`config.mk`:
```
export PLATFORM = sky130hd
export DESIGN_NAME = pong_game_engine
export DESIGN_NICKNAME = d
export VERILOG_FILES = /design/src/rtl/pong_game_engine.sv
export SDC_FILE = /design/constraint.sdc
export NUM_CORES = 1
export LEC_CHECK = 0
export CAP_MARGIN = 25
export CORE_MARGIN = 10
export CORE_UTILIZATION = 50
export DETAILED_ROUTE_END_ITERATION = 12
export PLACE_DENSITY = 0.74
export SETUP_SLACK_MARGIN = 0.02
export SYNTH_ARGS = -nofsm -noshare
export SYNTH_HDL_FRONTEND = slang
export SYNTH_SLANG_ARGS = --single-unit
export TNS_END_PERCENT = 50
```
`constraint.sdc`:
```
create_clock -name clk -period 3.8 [get_ports clk]
set_input_delay 0.57 -clock clk [delete_from_list [all_inputs] [get_ports clk]]
set_output_delay 0.57 -clock clk [all_outputs]
set_load 0.05 [all_outputs]
```
`src/rtl/pong_game_engine.sv`:
```
// Frame-rate Pong game-state engine: ball physics, paddles, scoring and match flow.
// All state advances on frame_tick except the single-clock POINT bookkeeping step.
module pong_game_engine #(
  parameter int FIELD_X_BEGIN      = 8,
  parameter int FIELD_X_END        = 631,
  parameter int FIELD_Y_BEGIN      = 8,
  parameter int FIELD_Y_END        = 471,
  parameter int BALL_RADIUS        = 4,
  parameter int PADDLE_RADIUS      = 32,
  parameter int PADDLE_THICKNESS   = 8,
  parameter int LEFT_PADDLE_BEGIN  = 24,
  parameter int RIGHT_PADDLE_BEGIN = 608,
  parameter int PADDLE_STEP        = 4,
  parameter int BALL_SPEED         = 2,
  parameter int SERVE_DELAY        = 60,
  parameter int WIN_SCORE          = 9
) (
  input  logic       clk,
  input  logic       reset,
  input  logic       frame_tick,
  input  logic       start,
  input  logic       left_up,
  input  logic       left_down,
  input  logic       right_up,
  input  logic       right_down,
  output logic [9:0] ball_loc_x,
  output logic [9:0] ball_loc_y,
  output logic [9:0] left_paddle_loc,
  output logic [9:0] right_paddle_loc,
  output logic [3:0] left_score,
  output logic [3:0] right_score,
  output logic [2:0] game_state,
  output logic       game_over
);

  localparam logic [2:0] ST_IDLE      = 3'd0;
  localparam logic [2:0] ST_SERVE     = 3'd1;
  localparam logic [2:0] ST_PLAY      = 3'd2;
  localparam logic [2:0] ST_POINT     = 3'd3;
  localparam logic [2:0] ST_GAME_OVER = 3'd4;

  localparam logic [9:0] CX         = 10'((FIELD_X_BEGIN + FIELD_X_END + 1) / 2);
  localparam logic [9:0] CY         = 10'((FIELD_Y_BEGIN + FIELD_Y_END + 1) / 2);
  localparam logic [9:0] PADDLE_MIN = 10'(FIELD_Y_BEGIN + PADDLE_RADIUS);
  localparam logic [9:0] PADDLE_MAX = 10'(FIELD_Y_END - PADDLE_RADIUS);
  localparam logic [9:0] STEP       = 10'(PADDLE_STEP);
  localparam logic [9:0] SPEED      = 10'(BALL_SPEED);
  localparam logic [9:0] REACH      = 10'(PADDLE_RADIUS + BALL_RADIUS);

  // Paddle-face windows for the ball centre, with the radius folded into the constant
  // so nothing is ever subtracted from a live position.
  localparam logic [9:0] L_FACE_LO  = 10'(LEFT_PADDLE_BEGIN + BALL_RADIUS);
  localparam logic [9:0] L_FACE_HI  = 10'(LEFT_PADDLE_BEGIN + PADDLE_THICKNESS + BALL_RADIUS);
  localparam logic [9:0] L_REBOUND  = 10'(LEFT_PADDLE_BEGIN + PADDLE_THICKNESS + BALL_RADIUS + 1);
  localparam logic [9:0] R_FACE_LO  = 10'(RIGHT_PADDLE_BEGIN - BALL_RADIUS);
  localparam logic [9:0] R_FACE_HI  = 10'(RIGHT_PADDLE_BEGIN + PADDLE_THICKNESS - BALL_RADIUS);
  localparam logic [9:0] R_REBOUND  = 10'(RIGHT_PADDLE_BEGIN - BALL_RADIUS - 1);
  localparam logic [9:0] L_MISS     = 10'(FIELD_X_BEGIN + BALL_SPEED + BALL_RADIUS);
  localparam logic [9:0] R_MISS     = 10'(FIELD_X_END - BALL_SPEED - BALL_RADIUS);
  localparam logic [9:0] TOP_BOUNCE = 10'(FIELD_Y_BEGIN + BALL_RADIUS + BALL_SPEED);
  localparam logic [9:0] TOP_CLAMP  = 10'(FIELD_Y_BEGIN + BALL_RADIUS);
  localparam logic [9:0] BOT_BOUNCE = 10'(FIELD_Y_END - BALL_RADIUS - BALL_SPEED);
  localparam logic [9:0] BOT_CLAMP  = 10'(FIELD_Y_END - BALL_RADIUS);
  localparam logic [7:0] SERVE_LAST = 8'(SERVE_DELAY - 1);
  localparam logic [3:0] WIN        = 4'(WIN_SCORE);

  logic [2:0] state, state_n;
  logic [9:0] bx, by, lp, rp;
  logic [9:0] bx_n, by_n, lp_n, rp_n;
  logic       dx, dy, dx_n, dy_n;
  logic [3:0] ls, rs, ls_n, rs_n;
  logic [7:0] cnt, cnt_n;
  logic       left_scored, left_scored_n;

  logic       left_hit, right_hit, left_miss, right_miss;
  logic       top_hit, bottom_hit;
  logic [9:0] lp_move, rp_move;
  logic [3:0] won_score;

  function automatic logic [9:0] paddle_next(input logic [9:0] p, input logic up,
                                             input logic down);
    logic [9:0] r;
    r = p;
    if (up && !down)
      r = (p <= PADDLE_MIN + STEP) ? PADDLE_MIN : p - STEP;
    else if (down && !up)
      r = (p + STEP >= PADDLE_MAX) ? PADDLE_MAX : p + STEP;
    return r;
  endfunction

  function automatic logic [3:0] sat_inc(input logic [3:0] s);
    return (s == 4'hF) ? s : s + 4'd1;
  endfunction

  // dx/dy are 1 for rightward/downward travel.
  assign left_hit   = !dx && (bx >= L_FACE_LO) && (bx <= L_FACE_HI) &&
                      (by <= lp + REACH) && (lp <= by + REACH);
  assign right_hit  = dx && (bx >= R_FACE_LO) && (bx <= R_FACE_HI) &&
                      (by <= rp + REACH) && (rp <= by + REACH);
  assign left_miss  = !dx && (bx <= L_MISS);
  assign right_miss = dx && (bx >= R_MISS);
  assign top_hit    = !dy && (by <= TOP_BOUNCE);
  assign bottom_hit = dy && (by >= BOT_BOUNCE);

  assign lp_move    = paddle_next(lp, left_up, left_down);
  assign rp_move    = paddle_next(rp, right_up, right_down);
  assign won_score  = left_scored ? sat_inc(ls) : sat_inc(rs);

  always_comb begin
    state_n       = state;
    bx_n          = bx;
    by_n          = by;
    lp_n          = lp;
    rp_n          = rp;
    dx_n          = dx;
    dy_n          = dy;
    ls_n          = ls;
    rs_n          = rs;
    cnt_n         = cnt;
    left_scored_n = left_scored;

    case (state)
      ST_IDLE, ST_GAME_OVER: begin
        if (frame_tick && start) begin
          ls_n    = 4'd0;
          rs_n    = 4'd0;
          bx_n    = CX;
          by_n    = CY;
          cnt_n   = 8'd0;
          state_n = ST_SERVE;
        end
      end

      ST_SERVE: begin
        if (frame_tick) begin
          lp_n = lp_move;
          rp_n = rp_move;
          if (cnt == SERVE_LAST) begin
            cnt_n   = 8'd0;
            state_n = ST_PLAY;
          end else begin
            cnt_n = cnt + 8'd1;
          end
        end
      end

      ST_PLAY: begin
        if (frame_tick) begin
          lp_n = lp_move;
          rp_n = rp_move;
          if (left_hit) begin
            bx_n = L_REBOUND;
            dx_n = 1'b1;
          end else if (right_hit) begin
            bx_n = R_REBOUND;
            dx_n = 1'b0;
          end else if (left_miss) begin
            left_scored_n = 1'b0;
            state_n       = ST_POINT;
          end else if (right_miss) begin
            left_scored_n = 1'b1;
            state_n       = ST_POINT;
          end else begin
            bx_n = dx ? bx + SPEED : bx - SPEED;
          end

          // A miss freezes the ball where it is; POINT recentres it next clock.
          if (!left_miss && !right_miss) begin
            if (top_hit) begin
              by_n = TOP_CLAMP;
              dy_n = 1'b1;
            end else if (bottom_hit) begin
              by_n = BOT_CLAMP;
              dy_n = 1'b0;
            end else begin
              by_n = dy ? by + SPEED : by - SPEED;
            end
          end
        end
      end

      ST_POINT: begin
        if (left_scored) ls_n = won_score;
        else             rs_n = won_score;
        if (won_score == WIN) begin
          state_n = ST_GAME_OVER;
        end else begin
          bx_n    = CX;
          by_n    = CY;
          dx_n    = left_scored;
          dy_n    = !dy;
          cnt_n   = 8'd0;
          state_n = ST_SERVE;
        end
      end

      default: state_n = ST_IDLE;
    endcase
  end

  always_ff @(posedge clk or posedge reset) begin
    if (reset) begin
      state       <= ST_IDLE;
      bx          <= CX;
      by          <= CY;
      lp          <= CY;
      rp          <= CY;
      dx          <= 1'b1;
      dy          <= 1'b1;
      ls          <= 4'd0;
      rs          <= 4'd0;
      cnt         <= 8'd0;
      left_scored <= 1'b0;
    end else begin
      state       <= state_n;
      bx          <= bx_n;
      by          <= by_n;
      lp          <= lp_n;
      rp          <= rp_n;
      dx          <= dx_n;
      dy          <= dy_n;
      ls          <= ls_n;
      rs          <= rs_n;
      cnt         <= cnt_n;
      left_scored <= left_scored_n;
    end
  end

  assign ball_loc_x       = bx;
  assign ball_loc_y       = by;
  assign left_paddle_loc  = lp;
  assign right_paddle_loc = rp;
  assign left_score       = ls;
  assign right_score      = rs;
  assign game_state       = state;
  assign game_over        = (state == ST_GAME_OVER);

endmodule

```
==> flow_metrics.env <==
export IMPL_path_buf_inv=0
export IMPL_cts_tree="built"
export IMPL_die_area_um2=16100
export IMPL_cts_inserted_buffers=9
export IMPL_grt_max_degree=35
export IMPL_start_util=0.518
export IMPL_place_congestion=0.878
export IMPL_finalWirelength_mm=15.5
export IMPL_synth_nets=769
export IMPL_slowest_delay_ns=0.67
export IMPL_required_ns=4.04
export IMPL_grt_pass1_vias=5279
export IMPL_timing_final_crit_share=0.931
export IMPL_instances_no_fill=888
export IMPL_power_density_nw_per_um2=910
export IMPL_netSwitchingPower_mw=3.11
export IMPL_hold_viol=0
export IMPL_syn_area_um2=5690
export IMPL_synth_seq_cells=60
export IMPL_synth_compound_area_frac=0.245
export IMPL_maxSlewViolCount=0
export IMPL_arrival_ns=3.78
export IMPL_cts_repair_resized=0
export IMPL_peakVddDrop_uv=483
export IMPL_fin_tns_setup_ns=0
export IMPL_synth_adder_area_share=0.154
export IMPL_crit_family="simple AND/OR/NAND/NOR gates"
export IMPL_io_pins=60
export IMPL_crit_path_end_kind="flip-flop"
export IMPL_tightestPinTransition_ns=0.739
export IMPL_clkLatencyLatePin_ns=0.34
export IMPL_avgRoutedWirePerCell_um=17.5
export IMPL_post_cts_setup_buffers=0
export IMPL_drt_iter0_drc=398
export IMPL_final_util=0.612
export IMPL_relSlewSlack=0.505
export IMPL_overflow=0
export IMPL_cts_num_sinks=60
export IMPL_synth_xor_area_frac=0.0585
export IMPL_synth_mux_area_frac=0.00352
export IMPL_nets=819
export IMPL_p_int_mw=3.00
export IMPL_fin_skew_ns=0.0122
export IMPL_yosys_area_share_simple=0.226
export IMPL_setup_viol=0
export IMPL_clockRootBuffer="clkbuf_16"
export IMPL_die_w_um=127
export IMPL_dr_pass1_iters=6
export IMPL_synth_top_family_by_area="compound AO/OA/AOI/OAI gates"
export IMPL_period_minus_slack_ns=3.54
export IMPL_area_delta_synth_final_pct=18.0
export IMPL_seqPwrFrac=0.219
export IMPL_rows=38
export IMPL_grt_use_total=0.190
export IMPL_avgSynthCellArea_um2=8.21
export IMPL_via_per_inst=6.17
export IMPL_max_freq_mhz=283
export IMPL_yosys_warnings=0
export IMPL_postRouteAntennaNets=0
export IMPL_postSynth_asyncResetShare=1.00
export IMPL_hpwl_mm=11.4
export IMPL_hp_class="reg2reg"
export IMPL_placed_area_um2=6370
export IMPL_clkTransAtPathRegs_ns=0.06
export IMPL_htreeDepth=3
export IMPL_r2r_cells=11
export IMPL_p_clk_frac=0.152
export IMPL_combPwrFrac=0.629
export IMPL_cp_depth=11
export IMPL_drc=0
export IMPL_clock_path_buffers=2
export IMPL_ys_flop_type="dfrtp_1"
export IMPL_synth_cells=693
export IMPL_cp_max_fo=13
export IMPL_cp_start_kind="flip-flop"
export IMPL_dp_cells=871
export IMPL_die_h_um=127
export IMPL_ys_types=76
export IMPL_antenna_found_initial=0
export IMPL_grt_pass1_wl_mm=26.0
export IMPL_worst_path_max_delay_cell="dfstp_2"
export IMPL_synth_edff_count=0
export IMPL_diodes=0
export IMPL_rsz0062_at_grt="false"
export IMPL_path_cells="and3_1 > o2111ai_1 > xor2_1 > ha_1 > and4_1 > o2111a_1 > a2111oi_2 > a41oi_1 > nor4b_4 > and4b_1 > a211oi_1"
export IMPL_crit_type="reg2reg"
export IMPL_min_path_cells=1
export IMPL_yosysSeqAreaShare=0.267
export IMPL_io_buffers=59
export IMPL_core_um2=11000
export IMPL_via_count=5482
export IMPL_cts_hold_buf=0
export IMPL_fin_area_um2=6720
export IMPL_sw_frac_of_total=0.509
export IMPL_drv_cap=0
export IMPL_power_leakage_nw=2.83
export IMPL_outcome="finished, final reports clean"
export IMPL_drive_gt1_frac=0.0722
[flip-flops by register name (all words and copies together), names as in the netlist]
| name | count |
|---|---|
| right_score | 4 |
| left_scored | 1 |
| game_state | 3 |
| ball_loc_y | 10 |
| dx | 1 |
| dy | 1 |
| left_paddle_loc | 9 |
| right_paddle_loc | 9 |
| ball_loc_x | 10 |
| cnt | 8 |
| left_score | 4 |
[cell usage in the layout, fill, tap and decap left out, drive strengths merged, types with 15 or more instances in the layout]
cell	netlist	final
nor2	68	68
ha	66	66
clkdlybuf4s50	0	59
nand2	56	56
o21ai	52	52
a21oi	47	47
dfrtp	44	44
inv	36	36
nand3	30	30
xnor2	25	25
nand4	16	16
dfstp	16	16
nor3	15	15
[worst register-to-register path, stage by stage, from the launching register on]
cell	delay, ns
dfstp_2	0.67
and3_1	0.32
o2111ai_1	0.15
xor2_1	0.18
ha_1	0.30
and4_1	0.22
o2111a_1	0.16
a2111oi_2	0.33
a41oi_1	0.14
nor4b_4	0.55
and4b_1	0.27
a211oi_1	0.16
[layout make-up]
type	instances	area, µm²
clock inverter	3	68.8
fill	970	4260
tap	140	175
clock buffer	13	270
sequential	60	1520
inverter	36	135
multi-input combinational	570	3910
timing repair buffer	66	641
[stage by stage]
stage,setup slack [ns],power [mW],hold WS [ns]
floorplan,0.443,4.11,0.445
global placement,0.415,4.99,0.470
detailed placement,0.255,5.14,0.472
CTS,0.251,6.10,0.484
global route,0.0234,6.63,0.501
finish,0.263,6.11,0.487
[kinds of logic (layout without fill, tap and decap cells)]
family / after synthesis / count (layout)
compound gates: 208 / 208
fa+ha+maj: 69 / 69
flops: 60 / 60
xor+xnor: 38 / 38
buf+inv: 63 / 118
mux: 2 / 2
simple gates: 253 / 253
[synthesized netlist by cell type, drive strengths merged (13+ instances only)]
| cell | count | share of area |
|---|---|---|
| nor2 | 68 | 0.045 |
| dfstp | 16 | 0.074 |
| and3 | 14 | 0.015 |
| a21oi | 47 | 0.041 |
| nand4 | 16 | 0.018 |
| nand3 | 30 | 0.027 |
| xnor2 | 25 | 0.038 |
| nor3 | 15 | 0.014 |
| o21ai | 52 | 0.046 |
| o31ai | 14 | 0.018 |
| dfrtp | 44 | 0.19 |
| clkbuf | 18 | 0.012 |
| xor2 | 13 | 0.020 |
| ha | 66 | 0.15 |
| inv | 36 | 0.024 |
| a21o | 13 | 0.017 |
| nand2 | 56 | 0.037 |
[power by group through the flow]
stage	registers, mW	logic [mW]	clock network (mW)
2_1_floorplan	1.69	2.42	0
3_3_place_gp	1.32	3.67	0
3_5_place_dp	1.34	3.80	0
4_1_cts	1.33	3.83	0.943
5_1_grt	1.39	4.26	0.969
6_report	1.34	3.85	0.929
[routing by layer]
metal  GRT usage  up-vias  wire length (µm)
met3      0.0529       18               922
li1            -     2671                 -
met2       0.320      157              7510
met5           0        -                 0
met4      0.0496        0               208
met1       0.234     2636              6870
[worst paths after layout]
kind	start	endpoint	slack, ns
max	right_paddle_loc[4]	ball_loc_x[9]	0.26
min	cnt[7]	cnt[7]	0.49
max reg2reg	right_paddle_loc[4]	ball_loc_x[9]	0.26
min reg2reg	cnt[7]	cnt[7]	0.49
max in group asynchronous	reset	left_paddle_loc[5]	2.24
min in group asynchronous	reset	cnt[7]	0.63
Note: power is estimated with default switching activity, not from simulation.
